`src/rtl/sync_fifo_pkg.sv`:
```
// rtl/sync_fifo_pkg.sv - shared defaults and width helper for sync_fifo
// Contents: DEFAULT_DATA_WIDTH, DEFAULT_DEPTH, cnt_width(depth)
package sync_fifo_pkg;

    localparam int DEFAULT_DATA_WIDTH = 8;
    localparam int DEFAULT_DEPTH      = 8;

    // The count must represent 0..DEPTH inclusive, hence DEPTH+1 states.
    function automatic int cnt_width(input int depth);
        return $clog2(depth + 1);
    endfunction

endpackage

```
`src/rtl/sync_fifo_mem.sv`:
```
// rtl/sync_fifo_mem.sv - dual-port register array, synchronous write, registered read
// Ports: clk, reset (sync, active-high, clears rd_data only),
//        wr_en/wr_addr/wr_data write port, rd_en/rd_addr/rd_data registered read port
module sync_fifo_mem
    import sync_fifo_pkg::*;
#(
    parameter int DATA_WIDTH = DEFAULT_DATA_WIDTH,
    parameter int DEPTH      = DEFAULT_DEPTH,
    parameter int ADDR_WIDTH = $clog2(DEPTH)
) (
    input  logic                  clk,
    input  logic                  reset,
    input  logic                  wr_en,
    input  logic [ADDR_WIDTH-1:0] wr_addr,
    input  logic [DATA_WIDTH-1:0] wr_data,
    input  logic                  rd_en,
    input  logic [ADDR_WIDTH-1:0] rd_addr,
    output logic [DATA_WIDTH-1:0] rd_data
);

    logic [DATA_WIDTH-1:0] mem [DEPTH];

    // Storage is never cleared; only the read register returns to zero.
    always_ff @(posedge clk) begin
        if (wr_en) begin
            mem[wr_addr] <= wr_data;
        end
    end

    always_ff @(posedge clk) begin
        if (reset) begin
            rd_data <= '0;
        end else if (rd_en) begin
            rd_data <= mem[rd_addr];
        end
    end

endmodule

```
`src/rtl/sync_fifo.sv`:
```
// rtl/sync_fifo.sv - single-clock FIFO with registered read data and count/flags
// Ports: clk, reset (sync, active-high), data/wr write side, rd read side,
//        data_out registered read data, empty, full, count (0..DEPTH)
module sync_fifo
    import sync_fifo_pkg::*;
#(
    parameter int DATA_WIDTH = DEFAULT_DATA_WIDTH,
    parameter int DEPTH      = DEFAULT_DEPTH,
    parameter int CNT_WIDTH  = cnt_width(DEPTH)
) (
    input  logic                  clk,
    input  logic                  reset,
    input  logic [DATA_WIDTH-1:0] data,
    input  logic                  wr,
    input  logic                  rd,
    output logic [DATA_WIDTH-1:0] data_out,
    output logic                  empty,
    output logic                  full,
    output logic [CNT_WIDTH-1:0]  count
);

    localparam int PTR_WIDTH = $clog2(DEPTH);
    localparam logic [CNT_WIDTH-1:0] FULL_COUNT = CNT_WIDTH'(DEPTH);

    logic [PTR_WIDTH-1:0] wptr;
    logic [PTR_WIDTH-1:0] rptr;
    logic                 wr_ok;
    logic                 rd_ok;

    // Acceptance uses pre-edge flags; reset masks both so it wins the edge
    // and a write issued during reset cannot land in the array.
    assign wr_ok = wr && !full  && !reset;
    assign rd_ok = rd && !empty && !reset;

    // Flags decode from the count register only, so they move on edges only.
    assign empty = (count == '0);
    assign full  = (count == FULL_COUNT);

    always_ff @(posedge clk) begin
        if (reset) begin
            wptr  <= '0;
            rptr  <= '0;
            count <= '0;
        end else begin
            if (wr_ok) begin
                wptr <= wptr + 1'b1;
            end
            if (rd_ok) begin
                rptr <= rptr + 1'b1;
            end
            case ({wr_ok, rd_ok})
                2'b10:   count <= count + 1'b1;
                2'b01:   count <= count - 1'b1;
                default: count <= count;
            endcase
        end
    end

    sync_fifo_mem #(
        .DATA_WIDTH (DATA_WIDTH),
        .DEPTH      (DEPTH),
        .ADDR_WIDTH (PTR_WIDTH)
    ) u_mem (
        .clk     (clk),
        .reset   (reset),
        .wr_en   (wr_ok),
        .wr_addr (wptr),
        .wr_data (data),
        .rd_en   (rd_ok),
        .rd_addr (rptr),
        .rd_data (data_out)
    );

endmodule

```
`config.mk`:
```
export PLATFORM = sky130hd
export DESIGN_NAME = sync_fifo
export DESIGN_NICKNAME = d
export VERILOG_FILES = /design/src/rtl/sync_fifo_pkg.sv /design/src/rtl/sync_fifo_mem.sv /design/src/rtl/sync_fifo.sv
export SDC_FILE = /design/constraint.sdc
export NUM_CORES = 1
export LEC_CHECK = 0
export ABC_AREA = 1
export ABC_CLOCK_PERIOD_IN_PS = 3550
export CAP_MARGIN = 30
export CELL_PAD_IN_SITES_DETAIL_PLACEMENT = 0
export CELL_PAD_IN_SITES_GLOBAL_PLACEMENT = 1
export CORE_MARGIN = 2
export CORE_UTILIZATION = 49
export CTS_CLUSTER_SIZE = 14
export DETAILED_ROUTE_END_ITERATION = 8
export PLACE_DENSITY = 0.92
export SETUP_SLACK_MARGIN = 0.05
export SLEW_MARGIN = 0
export SYNTH_ARGS = -nofsm -noshare
export SYNTH_HDL_FRONTEND = slang
export SYNTH_SLANG_ARGS = --single-unit
```
`constraint.sdc`:
```
create_clock -name clk -period 3.55 [get_ports clk]
set_input_delay 0.355 -clock clk [delete_from_list [all_inputs] [get_ports clk]]
set_output_delay 0.355 -clock clk [all_outputs]
set_load 0.01 [all_outputs]
```
==> results of run 1 <==
-- worst reg2reg max path, cell delays in order (launching register included) --
cell,delay (ns)
dfxtp_1,0.44
nor2_1,0.09
nand3_1,0.10
nand2_1,0.12
nor2_2,0.14
inv_1,0.08
ha_1,0.24
ha_1,0.32
or2_2,0.30
nand2_1,0.07
nand2_1,0.05
nand2_1,0.06
nand2_1,0.04
a21oi_1,0.11
-- per-layer routing --
| metal | wire length [µm] | up-vias |
|---|---|---|
| met5 | 0 | - |
| li1 | - | 1248 |
| met1 | 3070 | 1148 |
| met2 | 3310 | 83 |
| met4 | 162 | 0 |
| met3 | 410 | 12 |
-- flip-flops by register name, summed over array words and instances (netlist names) --
signal,count
wptr,3
u_mem.mem,64
count,4
rptr,3
u_mem.rd_data,8
-- power breakdown --
group	switching (µW)	internal, µW
logic	194	129
registers	45.4	1060
clock network	340	331
-- cells in the mapped netlist (all sizes together) --
master,instances
buf,11
xnor2,2
clkinv,2
edfxtp,64
dfxtp,18
or2,1
inv,66
o21ai,5
nand2,107
a21oi,15
ha,5
nor3,1
nor2,15
fa,1
a211oi,2
clkbuf,2
nor3b,1
nand3,51
-- how the worst max path moves through the flow --
stage                     startpoint  endpoint  slack (ns)
after floorplan             count[1]  count[3]        1.54
after global placement         reset  count[3]        0.80
after detailed placement       reset  count[3]        0.72
after CTS                      reset  count[3]        1.09
after global routing           reset  count[3]        0.93
final                          reset  count[3]        1.11
-- placed cells by master (no fill, tap or decap) --
master,n
nand2_2,1
clkbuf_8,9
dfxtp_1,18
bufinv_16,1
nor3_1,1
clkdlybuf4s50_1,25
ha_1,5
nor2_1,13
clkinv_4,4
nand2_4,1
clkinv_1,1
o21ai_0,5
inv_2,1
clkinv_2,2
fa_1,1
nor2_8,1
nor2_2,1
nand2_1,105
edfxtp_1,64
or2_2,1
a21oi_1,15
a211oi_1,2
inv_6,2
xnor2_1,2
inv_1,64
nand3_1,51
buf_4,9
nor3b_1,1
-- through the flow --
| step | setup slack, ns | utilization | cells | total power [µW] | hold WS (ns) |
|---|---|---|---|---|---|
| final | 1.11 | 0.577 | 505 | 2100 | 0.468 |
| after global routing | 0.928 | 0.577 | 505 | 2200 | 0.491 |
| after CTS | 1.09 | 0.577 | 505 | 2110 | 0.470 |
| after detailed placement | 0.720 | 0.549 | 489 | 1450 | 0.458 |
| after global placement | 0.799 | 0.549 | 489 | 1440 | 0.458 |
| after floorplan | 1.54 | - | 369 | 1360 | 0.454 |
-- cells by family (layout without fill, tap and decap cells) --
logic type,Yosys count,count (layout),share of synthesized area
compound gates,22,22,0.0318
xor+xnor,2,2,0.00483
fa+ha+maj,6,6,0.0228
buf+inv,81,118,0.101
flops,82,82,0.630
simple gates,176,176,0.210
-- final cells by class --
cell class                      instances  area, µm²  area share
Clock buffer                            9        124      0.0297
Timing Repair Buffer                   34        318      0.0763
Sequential cell                        82       2280       0.548
Tap cell                               99        124      0.0297
Multi-Input combinational cell        206        976       0.234
Clock inverter                          7       78.8      0.0189
Inverter                               68        262      0.0628
==> impl_metrics.py, run 1 <==
metrics = {
    "status": {
        "status": "complete, no violations",
    },
    "setup_path": {
        "path_max_fanout": 17,
        "required_ns": 3.82,
        "crit_top_cell": "nand2_1",
        "path_cells": "clkdlybuf4s50_1, nor2_2, inv_1, ha_1, ha_1, or2_2, nand2_1, nand2_1, nand2_1, nand2_1, a21oi_1",
        "cp_slowest_cell": "clkdlybuf4s50_1",
        "critPathKind": "in2reg",
        "setup.reg_to_reg.worst_slack_ns": 1.32,
        "worstSetupPathDepth": 11,
        "rr_endpoint": "count[3]",
        "r2r_start": "count[1]",
        "critPathTopFamily": "buffers and inverters",
        "reg2regPathDepth": 13,
        "worstPathArrival_ns": 2.71,
        "end_kind": "register",
        "max_stage_delay_ns": 0.79,
        "crit_buf_inv": 2,
        "cp-start-kind": "input port",
    },
    "synthesis": {
        "synth_area_um2": 3620,
        "syn_nets": 387,
        "synth_seq_cells": 82,
        "yosys_warnings": 0,
        "syn_avg_cell_area_um2": 9.82,
        "netlist-cell-type-count": 28,
        "synthCells": 369,
        "yosysSeqAreaShare": 0.630,
        "ys_top_cells_by_area": "edfxtp_1 (53%), nand2_1 (11%), dfxtp_1 (9.9%)",
        "yosysTopAreaCell": "edfxtp_1",
        "synth_top_area_frac": 0.530,
    },
    "global_routing": {
        "grtUsageMet2": 0.285,
        "grtUsageTotal": 0.185,
        "antenna_found_initial": 0,
        "grt_pass1_vias": 2341,
        "grt_max_degree": 35,
        "overflow": 0,
        "met3_usage": 0.0335,
        "grt_busiest_layer": "met2",
        "use_met1": 0.254,
        "grt_pass1_wl_um": 11700,
    },
    "pwr": {
        "leakage_uw": 0.00175,
        "p_per_area_nw_per_um2": 505,
        "vdd_drop_max_mv": 0.321,
    },
    "finish": {
        "diodes": 0,
        "finalInstanceArea_um2": 4160,
        "drive_gt1_frac": 0.0813,
        "area_growth_pct": 14.9,
        "nNetsFinal": 419,
        "fillCellCount": 622,
    },
    "clocking": {
        "clockBufferDepth": 2,
        "cts_sinks": 82,
        "cts-resized-gates": 0,
        "path_clk_slew_ns": 0.09,
        "hold_buffers": 0,
        "cts.root.buffer_cell": "clkbuf_8",
        "cts_tree": "done",
        "cts_buffers": 9,
        "cts_setup_buffers": 0,
        "clkLatencyLatePin_ns": 0.35,
        "htreeDepth": 3,
    },
    "die": {
        "rows": 31,
        "chipHeight_um": 90.0,
        "core_region_area_um2": 7210,
        "start_util": 0.502,
        "die_w_um": 90.0,
        "io_pins": 26,
        "die_area_um2": 8100,
    },
    "detailed_routing": {
        "drt_iter0_drc": 207,
        "post_drt_via_cell_ratio": 4.93,
        "drcViolationCount": 0,
        "drtAntennaViolNets": 0,
        "finalWirelength_um": 6950,
        "drtPass1Iterations": 5,
        "routedWlPerCell_um": 13.8,
        "num_vias": 2491,
    },
    "sta": {
        "slew_headroom": 0.456,
        "finalSetupViolations": 0,
        "tns_ns": 0,
        "max_freq_ghz": 0.409,
        "hold_violations": 0,
        "drv_slew": 0,
        "tightest_slew_ns": 0.815,
        "min_period_over_period": 0.688,
        "fin_crit_ns": 2.44,
        "rsz0062_at_grt": "no",
        "fin_worst_skew_ns": 0.0174,
    },
    "placement": {
        "hpwlAfterDp_um": 4580,
        "placed_cell_area_um2": 3960,
        "port_buffers": 25,
        "place_congestion": 0.778,
    },
    "flow_run": {
        "drv_cap": 0,
    },
    "hold_path": {
        "hold_path_class": "reg2reg",
        "hp-start": "u_mem.rd_data[3]",
        "holdPathEnd": "u_mem.rd_data[3]",
        "hold_depth": 2,
    },
}
Power figures use the tool's default switching activity.
==> run 2, diff against run 1 <==
- ABC_CLOCK_PERIOD_IN_PS: 3550 -> 2300
- CORE_UTILIZATION: 49 -> 45
- PLACE_DENSITY: 0.92 -> 0.86
- clock period: 3.55 -> 2.3 ns (I/O delays scaled with it)
==> run 2 against run 1 <==
  * Highest routed layer unchanged
  * First-iteration DRC count decreased by 17%
  * Clock skew down 0.0036 ns
  * Global-route usage down 0.98 points
  * Largest power group unchanged
  * Clock power increased by 71%
  * Largest cell class unchanged
==> impl_metrics.py, run 2 (same netlist as run 1, synthesis figures left out) <==
metrics = {
    "status": {
        "status": "complete, no violations",
    },
    "sta": {
        "fin_worst_skew_ns": 0.0138,
        "slew_headroom": 0.776,
        "min_period_over_period": 0.888,
        "max_freq_ghz": 0.490,
        "tightest_slew_ns": 0.336,
        "rsz0062_at_grt": "no",
        "drv_slew": 0,
        "fin_crit_ns": 2.04,
        "tns_ns": 0,
        "hold_violations": 0,
        "finalSetupViolations": 0,
    },
    "pwr": {
        "seqPwrFrac": 0.497,
        "vdd_drop_max_mv": 0.614,
        "intPower_uw": 2480,
        "p_per_area_nw_per_um2": 793,
        "p_sw_uw": 900,
        "p_clk_frac": 0.341,
        "switching_share": 0.267,
        "pwr-share-comb": 0.162,
        "leakage_uw": 0.00180,
    },
    "clocking": {
        "hold_buffers": 0,
        "cts.root.buffer_cell": "clkbuf_8",
        "cts_sinks": 82,
        "path_clk_slew_ns": 0.09,
        "clockBufferDepth": 2,
        "cts_buffers": 9,
        "clkLatencyLatePin_ns": 0.36,
        "htreeDepth": 3,
        "cts_tree": "done",
    },
    "finish": {
        "multi_input_area_um2": 981,
        "nNetsFinal": 427,
        "largest_register": "u_mem.mem",
        "diodes": 0,
        "fillCellCount": 694,
        "largest_reg_flops": 64,
        "drive_gt1_frac": 0.111,
        "mostFrequentLayoutCells": "nand2_1 (104), inv_1 (64), edfxtp_1 (64), nand3_1 (51), clkdlybuf4s50_1 (25)",
        "finalInstanceArea_um2": 4260,
        "area_growth_pct": 17.5,
        "final_common_cell": "nand2_1",
        "regArea_um2": 2290,
        "reg_top3": "u_mem.mem x64, u_mem.rd_data x8, count x4",
    },
    "global_routing": {
        "grtUsageTotal": 0.176,
        "grt_pass1_vias": 2263,
        "grt_max_degree": 35,
        "antenna_found_initial": 0,
        "overflow": 0,
        "grt_pass1_wl_um": 11400,
    },
    "setup_path": {
        "setup.reg_to_reg.worst_slack_ns": 0.26,
        "reg2regPathDepth": 13,
        "rr_endpoint": "count[3]",
        "path_max_fanout": 4,
        "required_ns": 2.60,
        "end_kind": "register",
        "r2r_start": "count[2]",
        "worstPathArrival_ns": 2.34,
        "cp-start-kind": "register",
        "critPathKind": "reg2reg",
    },
    "placement": {
        "placed_cell_area_um2": 4030,
        "port_buffers": 25,
        "hpwlAfterDp_um": 4670,
        "place_congestion": 0.767,
    },
    "detailed_routing": {
        "drcViolationCount": 0,
        "drtPass1Iterations": 4,
        "post_drt_via_cell_ratio": 4.71,
        "finalWirelength_um": 7070,
        "num_vias": 2432,
        "drtAntennaViolNets": 0,
        "drt_iter0_drc": 172,
        "routedWlPerCell_um": 13.7,
    },
    "die": {
        "chipHeight_um": 93.8,
        "die_area_um2": 8790,
        "core_region_area_um2": 7770,
        "die_w_um": 93.8,
        "io_pins": 26,
        "rows": 32,
        "start_util": 0.467,
    },
    "hold_path": {
        "hold_depth": 2,
        "hp-start": "u_mem.rd_data[0]",
        "hold_path_class": "reg2reg",
        "holdPathEnd": "u_mem.rd_data[0]",
    },
    "flow_run": {
        "drv_cap": 0,
    },
}
==> run 2: layout make-up <==
cell class / instances / area share
clock buffer: 9 / 0.0291
clock inverter: 7 / 0.0241
inverter: 68 / 0.0614
multi-input combinational: 206 / 0.230
sequential: 82 / 0.537
tap: 102 / 0.0300
timing repair buffer: 42 / 0.0887
==> run 2: power by group through the flow <==
stage / Clock, µW / Sequential [µW] / Combinational, µW
final: 1150 / 1680 / 549
after detailed placement: 0 / 1710 / 544
after floorplan: 0 / 1710 / 382
after CTS: 1180 / 1680 / 551
after global placement: 0 / 1710 / 539
after global routing: 1240 / 1680 / 615
==> run 2: through the flow <==
| step | util | setup WS, ns | total power [µW] | cells | hold slack [ns] |
|---|---|---|---|---|---|
| 2_1_floorplan | - | 0.286 | 2090 | 369 | 0.329 |
| 3_3_place_gp | 0.518 | 0.148 | 2250 | 500 | 0.454 |
| 3_5_place_dp | 0.518 | 0.0957 | 2250 | 500 | 0.455 |
| 4_1_cts | 0.547 | 0.143 | 3400 | 516 | 0.468 |
| 5_1_grt | 0.548 | 0.0905 | 3540 | 516 | 0.493 |
| 6_report | 0.548 | 0.258 | 3380 | 516 | 0.469 |
==> run 2: critical path, stage by stage, from the launching register on <==
cell	delay, ns
dfxtp_2	0.37
inv_1	0.06
nand3_1	0.12
nand2_2	0.10
nor2_2	0.12
inv_1	0.07
ha_1	0.20
ha_1	0.31
or2_2	0.29
nand2_1	0.07
nand2_1	0.05
nand2_1	0.05
nand2_1	0.04
a21oi_1	0.12
==> run 2: per-layer routing <==
layer | vias up | global-route usage | routed length (µm)
li1 | 1261 | - | -
met1 | 1106 | 0.229 | 3170
met2 | 55 | 0.288 | 3390
met3 | 10 | 0.0433 | 396
met4 | 0 | 0.0580 | 107
met5 | - | 0 | 0
==> run 2: worst max-delay path by stage <==
stage                     startpoint  endpoint  depth (start not counted)
final                       count[2]  count[3]                         13
after global routing        count[2]  count[3]                         13
after CTS                   count[0]  count[3]                         13
after detailed placement          wr  count[3]                         12
after global placement         reset  count[3]                         11
after floorplan             count[1]  count[3]                         13
==> run 2: timing repair <==
action | 4_1_cts | 5_1_grt
endpoints found under the setup margin | 0 | 2
buffers inserted | 0 | 0
resized for setup | 0 | 5
